`src/rtl/bcd_add_serial.sv`:
```
// bcd_add_serial: digit-serial packed-BCD adder with start/busy/done handshake.
// One BCD digit is added per clock, least-significant digit first. The decimal
// carry ripples through a register between digits.
// Optional build macro BCD_DIGIT_CHECK_EN: when defined, err flags any operand
// digit above 9 on an accepted start; when undefined, err is tied to 0.
module bcd_add_serial #(
    parameter int DIGITS = 4
) (
    input  logic                clk,
    input  logic                rst,
    input  logic                start,
    input  logic [4*DIGITS-1:0] a,
    input  logic [4*DIGITS-1:0] b,
    input  logic                cin,
    output logic [4*DIGITS-1:0] s,
    output logic                cout,
    output logic                busy,
    output logic                done,
    output logic                err
);

    localparam int W     = 4 * DIGITS;
    localparam int IDX_W = (DIGITS > 1) ? $clog2(DIGITS) : 1;
    localparam logic [IDX_W-1:0] LAST_IDX = IDX_W'(DIGITS - 1);

    typedef enum logic [1:0] {
        S_IDLE = 2'd0,
        S_ADD  = 2'd1,
        S_DONE = 2'd2
    } state_t;

    state_t           r_state;
    state_t           w_state_next;

    logic [W-1:0]     r_a;
    logic [W-1:0]     r_b;
    logic [W-1:0]     r_s;
    logic [IDX_W-1:0] r_idx;
    logic             r_carry;
    logic             r_cout;

    logic             w_accept;
    logic             w_last;
    logic [IDX_W+1:0] w_bit_base;
    logic [3:0]       w_a_dig;
    logic [3:0]       w_b_dig;
    logic [4:0]       w_t;
    logic             w_carry_next;
    logic [3:0]       w_digit;

    // A start is only honoured when no addition is in flight.
    assign w_accept   = start && ((r_state == S_IDLE) || (r_state == S_DONE));
    assign w_last     = (r_idx == LAST_IDX);
    assign w_bit_base = {r_idx, 2'b00};

    // Single-digit decimal add on the digit currently selected by r_idx.
    always_comb begin
        // NOTE: every combinational output gets a default first so no path
        // leaves it unassigned, which would otherwise infer a latch.
        w_a_dig      = r_a[w_bit_base +: 4];
        w_b_dig      = r_b[w_bit_base +: 4];
        w_t          = {1'b0, w_a_dig} + {1'b0, w_b_dig} + {4'b0000, r_carry};
        w_carry_next = (w_t > 5'd9);
        w_digit      = w_carry_next ? (w_t[3:0] + 4'd6) : w_t[3:0];
    end

    // State register.
    always_ff @(posedge clk) begin
        // NOTE: sequential state uses non-blocking assignments so every
        // register samples pre-edge values, independent of statement order.
        if (rst) begin
            r_state <= S_IDLE;
        end else begin
            r_state <= w_state_next;
        end
    end

    // Next-state logic: IDLE/DONE accept a start, ADD runs for DIGITS cycles.
    always_comb begin
        w_state_next = r_state;
        case (r_state)
            S_IDLE:  w_state_next = w_accept ? S_ADD : S_IDLE;
            S_ADD:   w_state_next = w_last ? S_DONE : S_ADD;
            S_DONE:  w_state_next = w_accept ? S_ADD : S_IDLE;
            default: w_state_next = S_IDLE;
        endcase
    end

    // Operand capture on accept, then one sum digit per ADD cycle.
    always_ff @(posedge clk) begin
        if (rst) begin
            r_a     <= '0;
            r_b     <= '0;
            r_s     <= '0;
            r_idx   <= '0;
            r_carry <= 1'b0;
            r_cout  <= 1'b0;
        end else if (w_accept) begin
            r_a     <= a;
            r_b     <= b;
            r_s     <= '0;
            r_idx   <= '0;
            r_carry <= cin;
            r_cout  <= 1'b0;
        end else if (r_state == S_ADD) begin
            r_s[w_bit_base +: 4] <= w_digit;
            r_carry              <= w_carry_next;
            if (w_last) begin
                r_idx  <= '0;
                r_cout <= w_carry_next;
            end else begin
                r_idx  <= r_idx + 1'b1;
            end
        end
    end

`ifdef BCD_DIGIT_CHECK_EN
    logic r_err;
    logic w_bad_digit;

    // True when any 4-bit digit of v is outside 0..9.
    function automatic logic has_bad_digit(input logic [W-1:0] v);
        logic bad;
        bad = 1'b0;
        for (int i = 0; i < DIGITS; i++) begin
            if (v[4*i +: 4] > 4'd9) bad = 1'b1;
        end
        return bad;
    endfunction

    assign w_bad_digit = has_bad_digit(a) | has_bad_digit(b);

    // Sticky operand-validity flag, refreshed only when a start is accepted.
    always_ff @(posedge clk) begin
        if (rst) begin
            r_err <= 1'b0;
        end else if (w_accept) begin
            r_err <= w_bad_digit;
        end
    end

    assign err = r_err;
`else
    assign err = 1'b0;
`endif

    assign s    = r_s;
    assign cout = r_cout;
    assign busy = (r_state == S_ADD);
    assign done = (r_state == S_DONE);

endmodule
```
`config.mk`:
```
export PLATFORM = sky130hd
export DESIGN_NAME = bcd_add_serial
export DESIGN_NICKNAME = d
export VERILOG_FILES = /design/src/rtl/bcd_add_serial.sv
export SDC_FILE = /design/constraint.sdc
export NUM_CORES = 1
export LEC_CHECK = 0
export ABC_AREA = 1
export BUFFER_PORTS_ARGS = -buffer_cell sky130_fd_sc_hd__buf_2
export CORE_UTILIZATION = 45
export DETAILED_ROUTE_END_ITERATION = 8
export PLACE_DENSITY = 0.68
export SETUP_SLACK_MARGIN = 0.5
export SYNTH_ARGS = -nofsm -noshare
export SYNTH_HDL_FRONTEND = slang
export SYNTH_SLANG_ARGS = --single-unit
export TNS_END_PERCENT = 20
```
`constraint.sdc`:
```
create_clock -name clk -period 6.4 [get_ports clk]
set_input_delay 1.28 -clock clk [delete_from_list [all_inputs] [get_ports clk]]
set_output_delay 1.28 -clock clk [all_outputs]
set_load 0.005 [all_outputs]
```
==> run metrics, run 1 <==
status=complete, no violations; total gr overflow=0; root buffer cell=clkbuf_8; Final Max Tran Viols=0; Finished Layout Cells=approximately 470; CP max-delay cell=dfxtp_1; share of the synthesized area in the top cell type=about 42%; count of input and output buffers=54; crit path launch type=flip-flop; asr flop ratio synth=0%; Placed Area=approximately 0.0029 mm^2; FP Rows=27; initial DRC count=133; Sink Count=between 50 and 60; Hold Crit Depth=2; Met2 Wirelength=approximately 2500 um; post-DR wirelength/cell=between 10 and 15 um; GPL Wtd Cong=approximately 0.84; switching pwr=approximately 0.24 mW; Routed Antenna Nets=0; Required @ worst endpoint=roughly 6600 ps; Synth Instances=about 360; Leak=approximately 1.4 nW; cell area after layout=roughly 0.0030 mm^2; Setup Buffers After CTS=0; H-tree lvl count=2; Layout Skew=between 4 and 5 ps; full die area=slightly above 0.006 mm^2; Fillers=just under 600; Crit path largest cell delay=approximately 900 ps; Synth Warn #=0; cts repair resizes=0; post-synthesis net count=roughly 410; Final WS setup=approximately 2300 ps; sequential area share after synthesis=about 42%; Switching Share=between 30 and 40%; Die X-Extent=roughly 80 um; WS Path Type=reg -> reg; fmax=~0.25 GHz; wire length on met1=between 2000 and 3000 um; Bufs on Longest Clock Path=2; Clock Latency Late Sink=about 300 ps; final setup fails=0; Post-Place Cells=around 470; n_diodes=0; Post-Route WL=roughly 5600 um; Layout area overhead=14.5%; vias per inst=between 4 and 5; CTS tree=built; Fin Setup TNS=0 ps; total vias in the final route=2,358; detailed placer's ending HPWL=approximately 4100 um; peak supply drop=112 uV; CP arrival=4230 ps; number of hold buffers added after cts=0; Slew headroom=between 30% and 40%; Worst Hold Margin=464 ps; actual slew at the worst max-slew pin=roughly 1000 ps; TritonCTS buffer count=5; post-synthesis register bit count=54; clock power share=between 20 and 30%; Synth cell types=32; CP Cell Sequence=inv_1 > o21ai_0 > o22ai_1 > fa_1 > inv_1 > fa_1 > ha_1 > inv_1 > a21oi_1 > a21oi_2 > nand2_2 > nand2_4 > nand2_2 > nand4_2 > nor2_1 > nor2_1 > nor2_1; fraction of layout cells with a size suffix above 1=19.7%; Reg power frac=48.9%; Final Hold Viols=0; drc violations=0; cell taking the most area after synthesis=dfxtp_1; first-pass GRT wire length=around 9600 um; GRT Resource Usage Total=about a fifth; CTS clk-pin slew, worst paths=90 ps; worst-path fanout max=26; Main synth FF type=dfxtp_1; Gate power share=25.4%; max-capacitance violation count=0; Mean Syn Cell Area=7.30 um^2; drt first pass iters=4; most frequent cell after synthesis=nor2_1; Max Used Layer=met4; Core Area=~0.0055 mm^2; EDFF count, synth=0; Top-Level Pins=56; Final Total Pwr=0.758 mW; pre-CTS setup slack=2370 ps; Min-Delay Path Class=reg -> reg; largest cells by area after synthesis=dfxtp_1, nor2_1, o21ai_0; Die Height=between 70 and 80 um; crit end category=flip-flop; most common library cells after synthesis=nor2_1, dfxtp_1, o21ai_0, nand2_1, inv_1; final core utilization=between 50% and 60%; final critical-path required period=4050 ps; period utilization=roughly 63%; final-stage net count=449; largest net degree at the start of global routing=36; initial antenna violation count=0; Starting Density=between 40% and 50%; power density cells=between 200 and 300 mW/mm^2; synthesized cell area=around 0.0026 mm^2; Met3 Wirelength=approximately 190 um; reg2reg path depth=17; vias in the first global route=2,138; unrepaired setup endpoints after global routing=false; Int Power=0.515 mW
layer usage:
metal  up-vias  global-route usage, %
met4         0                   6.48
met2        40                   32.2
met1      1075                   26.7
li1       1241                      -
met3         2                   4.00
met5         -                      0
worst paths after layout:
check,start,end,slack (ps)
min,s[14],s[14],460
max reg2reg,r_idx[0],s[15],2350
max,r_idx[0],s[15],2350
min reg2reg,s[14],s[14],460
layout make-up:
class / instances / area [um^2] / area share, %
Multi-Input combinational cell: 260 / 1350 / 45.2
Sequential cell: 54 / 1080 / 36.3
Timing Repair Buffer: 55 / 278 / 9.34
Inverter: 24 / 90.1 / 3.03
Tap cell: 72 / 90.1 / 3.03
Clock buffer: 7 / 86.3 / 2.90
Clock inverter: 1 / 5.00 / 0.168
layout by cell type (no fill, tap or decap), drive strengths merged:
| cell | n |
|---|---|
| dfxtp | 54 |
| a22oi | 1 |
| ha | 11 |
| fa | 2 |
| nand4 | 6 |
| a32oi | 2 |
| nor2 | 92 |
| nand2 | 53 |
| inv | 24 |
| conb | 1 |
| buf | 55 |
| or2 | 1 |
| o21ai | 45 |
| clkbuf | 7 |
| a21oi | 22 |
| nand3b | 2 |
| o31ai | 1 |
| o22ai | 6 |
| nand3 | 13 |
| nor4 | 1 |
| clkinv | 1 |
| a211oi | 1 |
critical path: cells and delay by family, from the launching register on:
family	cells	cell delay (ps)
adders and majority gates	3	1140
DFF	1	920
AOI/OAI and AO/OA	4	620
and+or+nand+nor	7	540
buffers and inverters	3	720
state kept, by name (all words and copies together) (netlist names):
register / cells
s: 16
cout: 1
r_carry: 1
r_idx: 2
r_a: 16
r_state: 2
r_b: 16
kinds of logic (layout without fill, tap and decap cells):
group                      Yosys count  after routing  share of synthesized area (%)
other                                1              1                          0.144
buffers and inverters               42             87                           6.64
DFF                                 54             54                           41.6
AOI/OAI and AO/OA                   78             78                           16.5
and+or+nand+nor                    168            168                           28.3
adders and majority gates           13             13                           6.84
power by group through the flow:
stage | sequential (mW) | combinational, mW | clock (mW)
after global routing | 0.373 | 0.221 | 0.209
after CTS | 0.371 | 0.193 | 0.199
final | 0.371 | 0.193 | 0.194
after global placement | 0.379 | 0.188 | 0
after detailed placement | 0.379 | 0.193 | 0
after floorplan | 0.373 | 0.154 | 0
Note: power is estimated with default switching activity, not from simulation.
==> inputs of run 2 (changes only) <==
==> constraint.sdc (replaced) <==
create_clock -name clk -period 4.2 [get_ports clk]
set_input_delay 0.84 -clock clk [delete_from_list [all_inputs] [get_ports clk]]
set_output_delay 0.84 -clock clk [all_outputs]
set_load 0.005 [all_outputs]
==> run metrics, run 2 (synthesized netlist as in run 1, its figures left out) <==
unrepaired setup endpoints after global routing=false; n_diodes=0 (unchanged); Required @ worst endpoint=4440 ps (-2140 ps); buffers and inverters on the worst path=3 (unchanged); Starting Density=46.9% (unchanged); power density cells=405 mW/mm^2 (+59%); critical path's top delay family=adder cells; status=complete, no violations; fmax=0.304 GHz (+23%); CP max-delay cell=dfxtp_1; drt first pass iters=4 (unchanged); Die X-Extent=78.0 um (unchanged); full die area=0.00608 mm^2 (unchanged); initial antenna violation count=0 (unchanged); CP Cell Sequence=inv_1 > o21ai_0 > o22ai_1 > fa_1 > inv_1 > fa_1 > ha_1 > inv_1 > a21oi_1 > a21oi_2 > nand2_2 > nand2_4 > nand2_2 > nand2_2 > nand4_1 > a21oi_1; Final Max Tran Viols=0 (unchanged); Setup Buffers After CTS=0 (unchanged); Fillers=548 (-5.0%); final core utilization=54.3% (+0.61 points); initial DRC count=113 (-15%); FP Rows=27 (unchanged); Post-Place Cells=467 (+0.43%); Die Height=78.0 um (unchanged); Final Total Pwr=1.22 mW (+61%); CTS tree=built; post-DR wirelength/cell=12.3 um (+4.1%); drc violations=0 (unchanged); period utilization=78.3% (+15 points); Post-Route WL=5860 um (+4.6%); fraction of layout cells with a size suffix above 1=20.1% (+0.40 points); Sink Count=54 (unchanged); Leak=1.37 nW (+0.96%); Core Area=0.00554 mm^2 (unchanged); count of input and output buffers=54 (unchanged); Crit path largest cell delay=550 ps (-370 ps); Fin Setup TNS=0 ps (unchanged); actual slew at the worst max-slew pin=956 ps (-52.0 ps); first-pass GRT wire length=9780 um (+1.4%); WS Path Type=reg -> reg; Layout area overhead=15.8%; detailed placer's ending HPWL=4260 um (+2.7%); Routed Antenna Nets=0 (unchanged); Clock Latency Late Sink=310 ps (about the same); Final Hold Viols=0 (unchanged); Placed Area=0.00290 mm^2 (+0.52%); r2r setup slk=910 ps (-1430 ps); total vias in the final route=2,402 (+1.9%); largest net degree at the start of global routing=36 (unchanged); H-tree lvl count=2 (unchanged); TritonCTS buffer count=5 (unchanged); peak supply drop=209 uV (+87%); Slew headroom=36.2% (+3.5 points); most frequent cells in the layout=nor2_1, dfxtp_1, buf_2, o21ai_0, nand2_1; final setup fails=0 (unchanged); cell area after layout=0.00301 mm^2 (+1.1%); number of hold buffers added after cts=0 (unchanged); vias in the first global route=2,177 (+1.8%); CTS clk-pin slew, worst paths=100 ps (about the same); Min-Delay Path Class=reg -> reg; final critical-path required period=3290 ps (-766 ps); cts repair resizes=0 (unchanged); CP arrival=3530 ps (-700 ps); vias per inst=5.06 (+1.4%); worst-path fanout max=13 (-50%); Bufs on Longest Clock Path=2 (unchanged); crit end category=flip-flop; max-capacitance violation count=0 (unchanged); Finished Layout Cells=475 (+0.42%); Top-Level Pins=56 (unchanged); total gr overflow=0 (unchanged); Layout Skew=9.01 ps (+4.05 ps); crit path launch type=flip-flop; final-stage net count=451 (+0.45%); GRT Resource Usage Total=20.1% (+0.15 points); commonest non-fill, non-tap cell in the layout=nor2_1; root buffer cell=clkbuf_8; GPL Wtd Cong=0.805 (-4.6%)
-- run 2: per-layer routing --
layer / track usage (%) / up-vias / share of wire, %
met1: 27.0 / 1100 / 50
met4: 5.74 / 0 / 0.99
li1: - / 1248 / -
met2: 32.7 / 48 / 45
met5: 0 / - / 0
met3: 4.00 / 6 / 3.8
-- run 2: layout make-up --
cell class | instances | area [um^2] | share of cell area [%]
Clock inverter | 2 | 37.5 | 1.25
Sequential cell | 54 | 1080 | 35.9
Tap cell | 72 | 90.1 | 2.99
Clock buffer | 6 | 72.6 | 2.41
Multi-Input combinational cell | 260 | 1350 | 44.7
Inverter | 24 | 90.1 | 2.99
Timing Repair Buffer | 57 | 293 | 9.73
-- run 2: report_power, final --
| group | internal (mW) | switching, mW | leakage, nW |
|---|---|---|---|
| clock | 0.178 | 0.169 | 0.0514 |
| sequential | 0.543 | 0.0181 | 0.443 |
| combinational | 0.110 | 0.200 | 0.876 |
-- run 2: worst min-delay path, cell delays in order, from the launching register on --
cell,delay [ps]
dfxtp_1,320
nand2_1,60
a21oi_1,50
-- run 2: final timing paths --
check,start,endpoint,cells after the start
max,r_idx[1],s[5],16
min,s[10],s[10],2
max reg2reg,r_idx[1],s[5],16
min reg2reg,s[10],s[10],2
-- run 2: through the flow --
stage,worst slack [ps],hold WS (ps)
finish,912,467
global route,674,495
CTS,889,470
detailed placement,923,456
global placement,1020,450
floorplan,1190,449
